<file path="config.mk">
export PLATFORM = sky130hd
export DESIGN_NAME = prbs4_checker_sat_counter
export DESIGN_NICKNAME = d
export VERILOG_FILES = /design/src/rtl/prbs4_checker_sat_counter.sv
export SDC_FILE = /design/constraint.sdc
export NUM_CORES = 1
export LEC_CHECK = 0
export CORE_UTILIZATION = 34
export CTS_CLUSTER_SIZE = 10
export DETAILED_ROUTE_END_ITERATION = 7
export PLACE_DENSITY_LB_ADDON = 0.12
export SETUP_SLACK_MARGIN = 0.2
export SYNTH_ARGS = -nofsm -noshare
export SYNTH_HDL_FRONTEND = slang
export SYNTH_SLANG_ARGS = --single-unit
</file>
<file path="constraint.sdc">
create_clock -name clk_i -period 2.1 [get_ports clk_i]
set_input_delay 0.315 -clock clk_i [delete_from_list [all_inputs] [get_ports clk_i]]
set_output_delay 0.315 -clock clk_i [all_outputs]
set_load 0.03 [all_outputs]
</file>
<file path="src/rtl/prbs4_checker_sat_counter.sv">
// prbs4_checker_sat_counter: W-bit up counter that sticks at all-ones.
//   clk_i   - clock, rising edge
//   rst_ni  - asynchronous active-low reset, clears the count
//   inc_i   - add one (ignored once saturated)
//   clr_i   - synchronous clear, has priority over inc_i
//   count_o - current count
module prbs4_checker_sat_counter #(
  parameter int W = 16
) (
  input  logic         clk_i,
  input  logic         rst_ni,
  input  logic         inc_i,
  input  logic         clr_i,
  output logic [W-1:0] count_o
);

  logic [W-1:0] count_q;
  logic [W-1:0] count_d;

  always_comb begin
    count_d = count_q;
    if (clr_i) begin
      count_d = '0;
    end else if (inc_i && !(&count_q)) begin
      count_d = count_q + 1'b1;
    end
  end

  always_ff @(posedge clk_i or negedge rst_ni) begin
    if (!rst_ni) begin
      count_q <= '0;
    end else begin
      count_q <= count_d;
    end
  end

  assign count_o = count_q;

endmodule

</file>
==> results of run 1 <==
==> per-layer routing <==
metal | vias up | part of all wire (%) | global-route usage (%)
met4 | 0 | 0.62 | 5.13
met5 | - | 0 | 0
li1 | 400 | - | -
met3 | 2 | 6.0 | 6.21
met2 | 26 | 45 | 26.5
met1 | 374 | 48 | 22.0
==> cell type report <==
cell class / instances / share of cell area (%)
Tap cell: 30 / 3.15
Timing Repair Buffer: 21 / 17.2
Clock buffer: 4 / 3.05
Multi-Input combinational cell: 75 / 42.3
Inverter: 2 / 0.630
Sequential cell: 16 / 33.6
==> kinds of logic (layout without fill, tap and decap cells) <==
| kind of cell | Yosys count | in the layout | synth area share [%] |
|---|---|---|---|
| muxes | 4 | 4 | 5.03 |
| and+or+nand+nor | 47 | 47 | 32.0 |
| buffers and inverters | 4 | 27 | 1.63 |
| adders and majority gates | 1 | 1 | 1.36 |
| AOI/OAI and AO/OA | 22 | 22 | 15.5 |
| xor gates and xnor gates | 1 | 1 | 0.953 |
| DFF | 16 | 16 | 43.5 |
==> cells in the mapped netlist (all sizes together) (3+ instances only) <==
| library cell | instances | area (um^2) |
|---|---|---|
| a21oi | 8 | 40.0 |
| a31oi | 3 | 18.8 |
| and2 | 3 | 18.8 |
| dfrtp | 16 | 400 |
| nand2 | 7 | 26.3 |
| nand2b | 3 | 18.8 |
| nand3 | 5 | 37.5 |
| nor2 | 8 | 30.0 |
| nor3 | 4 | 31.3 |
| o21ai | 4 | 20.0 |
| o31ai | 3 | 22.5 |
| or3 | 4 | 25.0 |
==> power groups by stage <==
stage,clock network [W],logic [W],registers [W]
3_3_place_gp,0,0.0000501,0.000322
5_1_grt,0.000237,0.0000551,0.000317
6_report,0.000210,0.0000495,0.000316
2_1_floorplan,0,0.0000177,0.000329
4_1_cts,0.000222,0.0000507,0.000316
3_5_place_dp,0,0.0000506,0.000322
==> per-stage QoR <==
step | power [W] | std cells
after floorplan | 0.000347 | 95
after global placement | 0.000372 | 144
after detailed placement | 0.000373 | 144
after CTS | 0.000589 | 148
after global routing | 0.000609 | 148
final | 0.000575 | 148
==> worst min-delay path by stage <==
stage	depth (start not counted)	end	start	slack, ns
2_1_floorplan	0	count_o[0]	rst_ni	0.02
3_3_place_gp	2	count_o[15]	count_o[15]	0.56
3_5_place_dp	1	count_o[5]	count_o[5]	0.56
4_1_cts	2	count_o[13]	rst_ni	0.32
5_1_grt	2	count_o[13]	rst_ni	0.35
6_report	2	count_o[12]	rst_ni	0.33
==> metrics, run 1 <==
synthesized area per cell 9.68 um^2; LEAKAGE 0.469 nW; routed wire length 1950 um; final hold viol count 0; synthesis-stage register bit count 16; Seq pwr share between 50% and 60%; number of synthesized flops with an enable pin 0; end point of the critical path count_o[8]; Max-Cap Viols 0; Avg WL per Cell around 13 um; synth unique cells 36; pre-CTS WS between 0.15 and 0.2 ns; Port Buffer Count 19; share of cells above drive strength 1 a little over an eighth; Critical Path RT 1.78 ns; setup violators final 0; sequential area share after synthesis 43.5%; Area Growth Syn to Fin 29.5%; Peak VDD IR 0.326 mV; final period utilization a little under nine tenths; Final Slew Violations 0; internal power between 0.0004 and 0.0005 W; fin area between 1000 and 1500 um^2; FMAX 554 MHz; pwr/cell area about 480 nW/um^2; register area between 400 and 500 um^2; setup ws final around 0.30 ns; Worst-Skew Late Latency approximately 0.29 ns; Critical Path Stages 1; DRC 0; Synth Cell Area slightly above 900 um^2; CP max stage delay 0.72 ns; initial drt markers 14; fillers about 250; most common cell after layout, fill and taps aside clkdlybuf4s50_1; status finished clean; max reg flops 16; internal reg-to-reg setup slack 0.44 ns; largest net degree at the start of global routing 17; Die ar. 2920 um^2; footprint of the multi-input gates 504 um^2; worst reg2reg path depth 4; Post-CTS Setup Repair Bufs 0; setup TNS 0 ns; worst r2r src count_o[12]; RSZ-0062 raised after global routing false; hold_ws roughly 0.33 ns; delay-heaviest family, CP buffers and inverters; Num CTS Buffers 3; Sw Ratio between 20% and 30%; crit path cell chain clkdlybuf4s50_1; crit path kind flip-flop to output port; worst reg2reg endpoint count_o[0]; Clock Tree Root clkbuf_4; Die Width around 54 um; first-pass GRT wire length approximately 3500 um; gpl congestion between 0.7 and 0.8; Gate power share approximately 8.6%; post-route ant nets 0; clock sinks 16; Hold Crit Class primary input to asynchronous set/reset pin; Ports 20; Critical Path Fanout Max 7; drt pass-1 iters 4; GRT Total Usage about 17%; Setup crit end kind output port; Clock transition at path regs ~0.10 ns; row count 18; Clock power frac 36.5%; NumNets Final 124; number of diodes 0; Detail Placement HPWL around 1400 um; routed vias between 800 and 900; Ys Warns 0; CP startpoint kind flip-flop; PostCTS Resize Cnt 0; Core Util, Final between 40% and 50%; Setup crit start count_o[8]; Setup Skew 0.00163 ns; Initial Util 36.5%; relative slew slack approximately 73%; Slowest-stage cell, CP clkdlybuf4s50_1; die height about 54 um; Via density ~5.4; ys async rst share between 90% and 100%; minimum clock period 1.80 ns; Buf/Inv on CP 1; H-tree levels 1; number of global-route vias before repair 769; CTS hold repair buffers 0; Main synth FF type dfrtp_1; Syn Inst Count 95; Clock Path Buffers 2; CP arrival about 1.5 ns; core area between 2000 and 3000 um^2; measured slew at the worst slew-check pin between 0.4 and 0.5 ns; Area after DPL between 1000 and 1500 um^2; gr ovfl total 0; initial antenna violation count 0; switching power summed over all nets 0.000136 W; most frequent cells in the layout clkdlybuf4s50_1, dfrtp_1, a21oi_1, nor2_1, nand2_1; CTS tree yes; Syn Nets 100
Note: power is estimated with default switching activity, not from simulation.
==> run 2: changes to the inputs <==
--- a/config.mk
+++ b/config.mk
@@ -5,6 +5,7 @@
 export SDC_FILE = /design/constraint.sdc
 export NUM_CORES = 1
 export LEC_CHECK = 0
+export ABC_AREA = 0
 export CORE_UTILIZATION = 34
 export CTS_CLUSTER_SIZE = 10
 export DETAILED_ROUTE_END_ITERATION = 7
==> results of run 2 <==
Same layout as run 1: the final DEF is identical, and so are final timing and power.
==> run 3: changes to the inputs <==
--- a/config.mk
+++ b/config.mk
@@ -7,6 +7,7 @@
 export LEC_CHECK = 0
 export ABC_AREA = 0
 export CORE_UTILIZATION = 34
+export CTS_BUF_LIST = sky130_fd_sc_hd__clkbuf_8
 export CTS_CLUSTER_SIZE = 10
 export DETAILED_ROUTE_END_ITERATION = 7
 export PLACE_DENSITY_LB_ADDON = 0.12
==> metrics, run 3 (synthesis gave the netlist of run 1 again) <==
setup TNS 0 ns (unchanged); CTS tree yes (unchanged); pwr/cell area 530 nW/um^2 (was 483 nW/um^2); footprint of the multi-input gates 504 um^2 (unchanged); Via density 5.39 (was 5.42); routed wire length 1940 um (was 1950 um); CP startpoint kind flip-flop (unchanged); Clock Path Buffers 2 (unchanged); row count 18 (unchanged); Die Width 54.0 um (unchanged); PostCTS Resize Cnt 0 (unchanged); DRC 0 (unchanged); Initial Util 36.5% (unchanged); RSZ-0062 raised after global routing false (unchanged); CTS hold repair buffers 0 (unchanged); Peak VDD IR 0.400 mV (was 0.326 mV); Area Growth Syn to Fin 31.6% (was 29.5%); Final Slew Violations 0 (unchanged); most frequent cells in the layout clkdlybuf4s50_1, dfrtp_1, a21oi_1, nor2_1, nand2_1 (unchanged); post-route ant nets 0 (unchanged); hold_ws 0.379 ns (was 0.327 ns); largest net degree at the start of global routing 17 (unchanged); Clock Tree Root clkbuf_8 (was clkbuf_4); CP arrival 1.43 ns (was 1.49 ns); number of diodes 0 (unchanged); Clock transition at path regs 0.06 ns (was 0.10 ns); Max-Cap Viols 0 (unchanged); clock sinks 16 (unchanged); setup violators final 0 (unchanged); measured slew at the worst slew-check pin 0.404 ns (about the same); fin area 1210 um^2 (was 1190 um^2); Area after DPL 1150 um^2 (unchanged); Post-CTS Setup Repair Bufs 0 (unchanged); Setup crit end kind output port (unchanged); Slowest-stage cell, CP clkdlybuf4s50_1 (unchanged); minimum clock period 1.75 ns (was 1.80 ns); delay-heaviest family, CP buffers and inverters (unchanged); first-pass GRT wire length 3460 um (was 3500 um); Avg WL per Cell 13.1 um (about the same); drt pass-1 iters 4 (unchanged); Num CTS Buffers 3 (unchanged); NumNets Final 124 (unchanged); Worst-Skew Late Latency 0.25 ns (was 0.29 ns); Die ar. 2920 um^2 (unchanged); number of global-route vias before repair 774 (was 769); LEAKAGE 0.477 nW (was 0.469 nW); Buf/Inv on CP 1 (unchanged); Critical Path RT 1.78 ns (about the same); CP max stage delay 0.72 ns (about the same); die height 54.0 um (unchanged); core area 2520 um^2 (unchanged); initial antenna violation count 0 (unchanged); crit path cell chain clkdlybuf4s50_1 (unchanged); Ports 20 (unchanged); crit path kind flip-flop to output port (unchanged); gpl congestion 0.794 (unchanged); most common cell after layout, fill and taps aside clkdlybuf4s50_1 (unchanged); H-tree levels 1 (unchanged); Setup Skew 0.00140 ns (was 0.00163 ns); FMAX 573 MHz (was 554 MHz); relative slew slack 72.8% (about the same); gr ovfl total 0 (unchanged); GRT Total Usage 16.7% (was 17.1%); fillers 249 (unchanged); routed vias 797 (was 802); Detail Placement HPWL 1440 um (unchanged); max reg flops 16 (unchanged); status finished clean (unchanged); final period utilization 83.1% (was 85.9%); pre-CTS WS 0.182 ns (unchanged); Critical Path Fanout Max 7 (unchanged); Port Buffer Count 19 (unchanged); Hold Crit Class primary input to asynchronous set/reset pin (unchanged); initial drt markers 16 (was 14); register area 400 um^2 (unchanged); setup ws final 0.355 ns (was 0.296 ns); final hold viol count 0 (unchanged); share of cells above drive strength 1 13.6% (unchanged)
-- run 3: cell counts in the layout (fill, tap and decap cells not counted) --
Identical to the previous run, type by type.
-- run 3: area by class of cell --
cell class / instances / area share [%]
multi-input cells: 75 / 41.7
repair buffers: 21 / 17.0
well taps: 30 / 3.10
clock buffers: 4 / 4.55
flip-flops and latches: 16 / 33.1
inverters: 2 / 0.620
-- run 3: routing by layer --
layer  GRT usage [%]  wire length, um  vias to the layer above
li1                -                -                      400
met1            21.8              938                      372
met2            26.5              883                       23
met3            6.21              108                        2
met4            2.99               10                        0
met5               0                0                        -
-- run 3: path summary, 6_finish.rpt --
path | startpoint | end | slack, ns | cells after the start
max in group asynchronous | rst_ni | count_o[6] | 1.54 | 2
hold reg to reg | count_o[5] | count_o[5] | 0.57 | 1
hold / removal | rst_ni | count_o[12] | 0.38 | 2
min in group clk_i | count_o[5] | count_o[5] | 0.57 | 1
setup / recovery | count_o[8] | count_o[8] | 0.35 | 1
setup reg to reg | count_o[12] | count_o[0] | 0.44 | 4
-- run 3: power breakdown --
part | internal, W | switching, W
clock network | 0.000166 | 0.000108
registers | 0.000312 | 0.00000448
logic | 0.0000224 | 0.0000272
-- run 3: through the flow --
step | cells | power, W | util, %
6_report | 148 | 0.000641 | 48.0
5_1_grt | 148 | 0.000674 | 48.0
4_1_cts | 148 | 0.000654 | 48.0
3_5_place_dp | 144 | 0.000373 | 45.8
3_3_place_gp | 144 | 0.000372 | 45.8
2_1_floorplan | 95 | 0.000347 | -
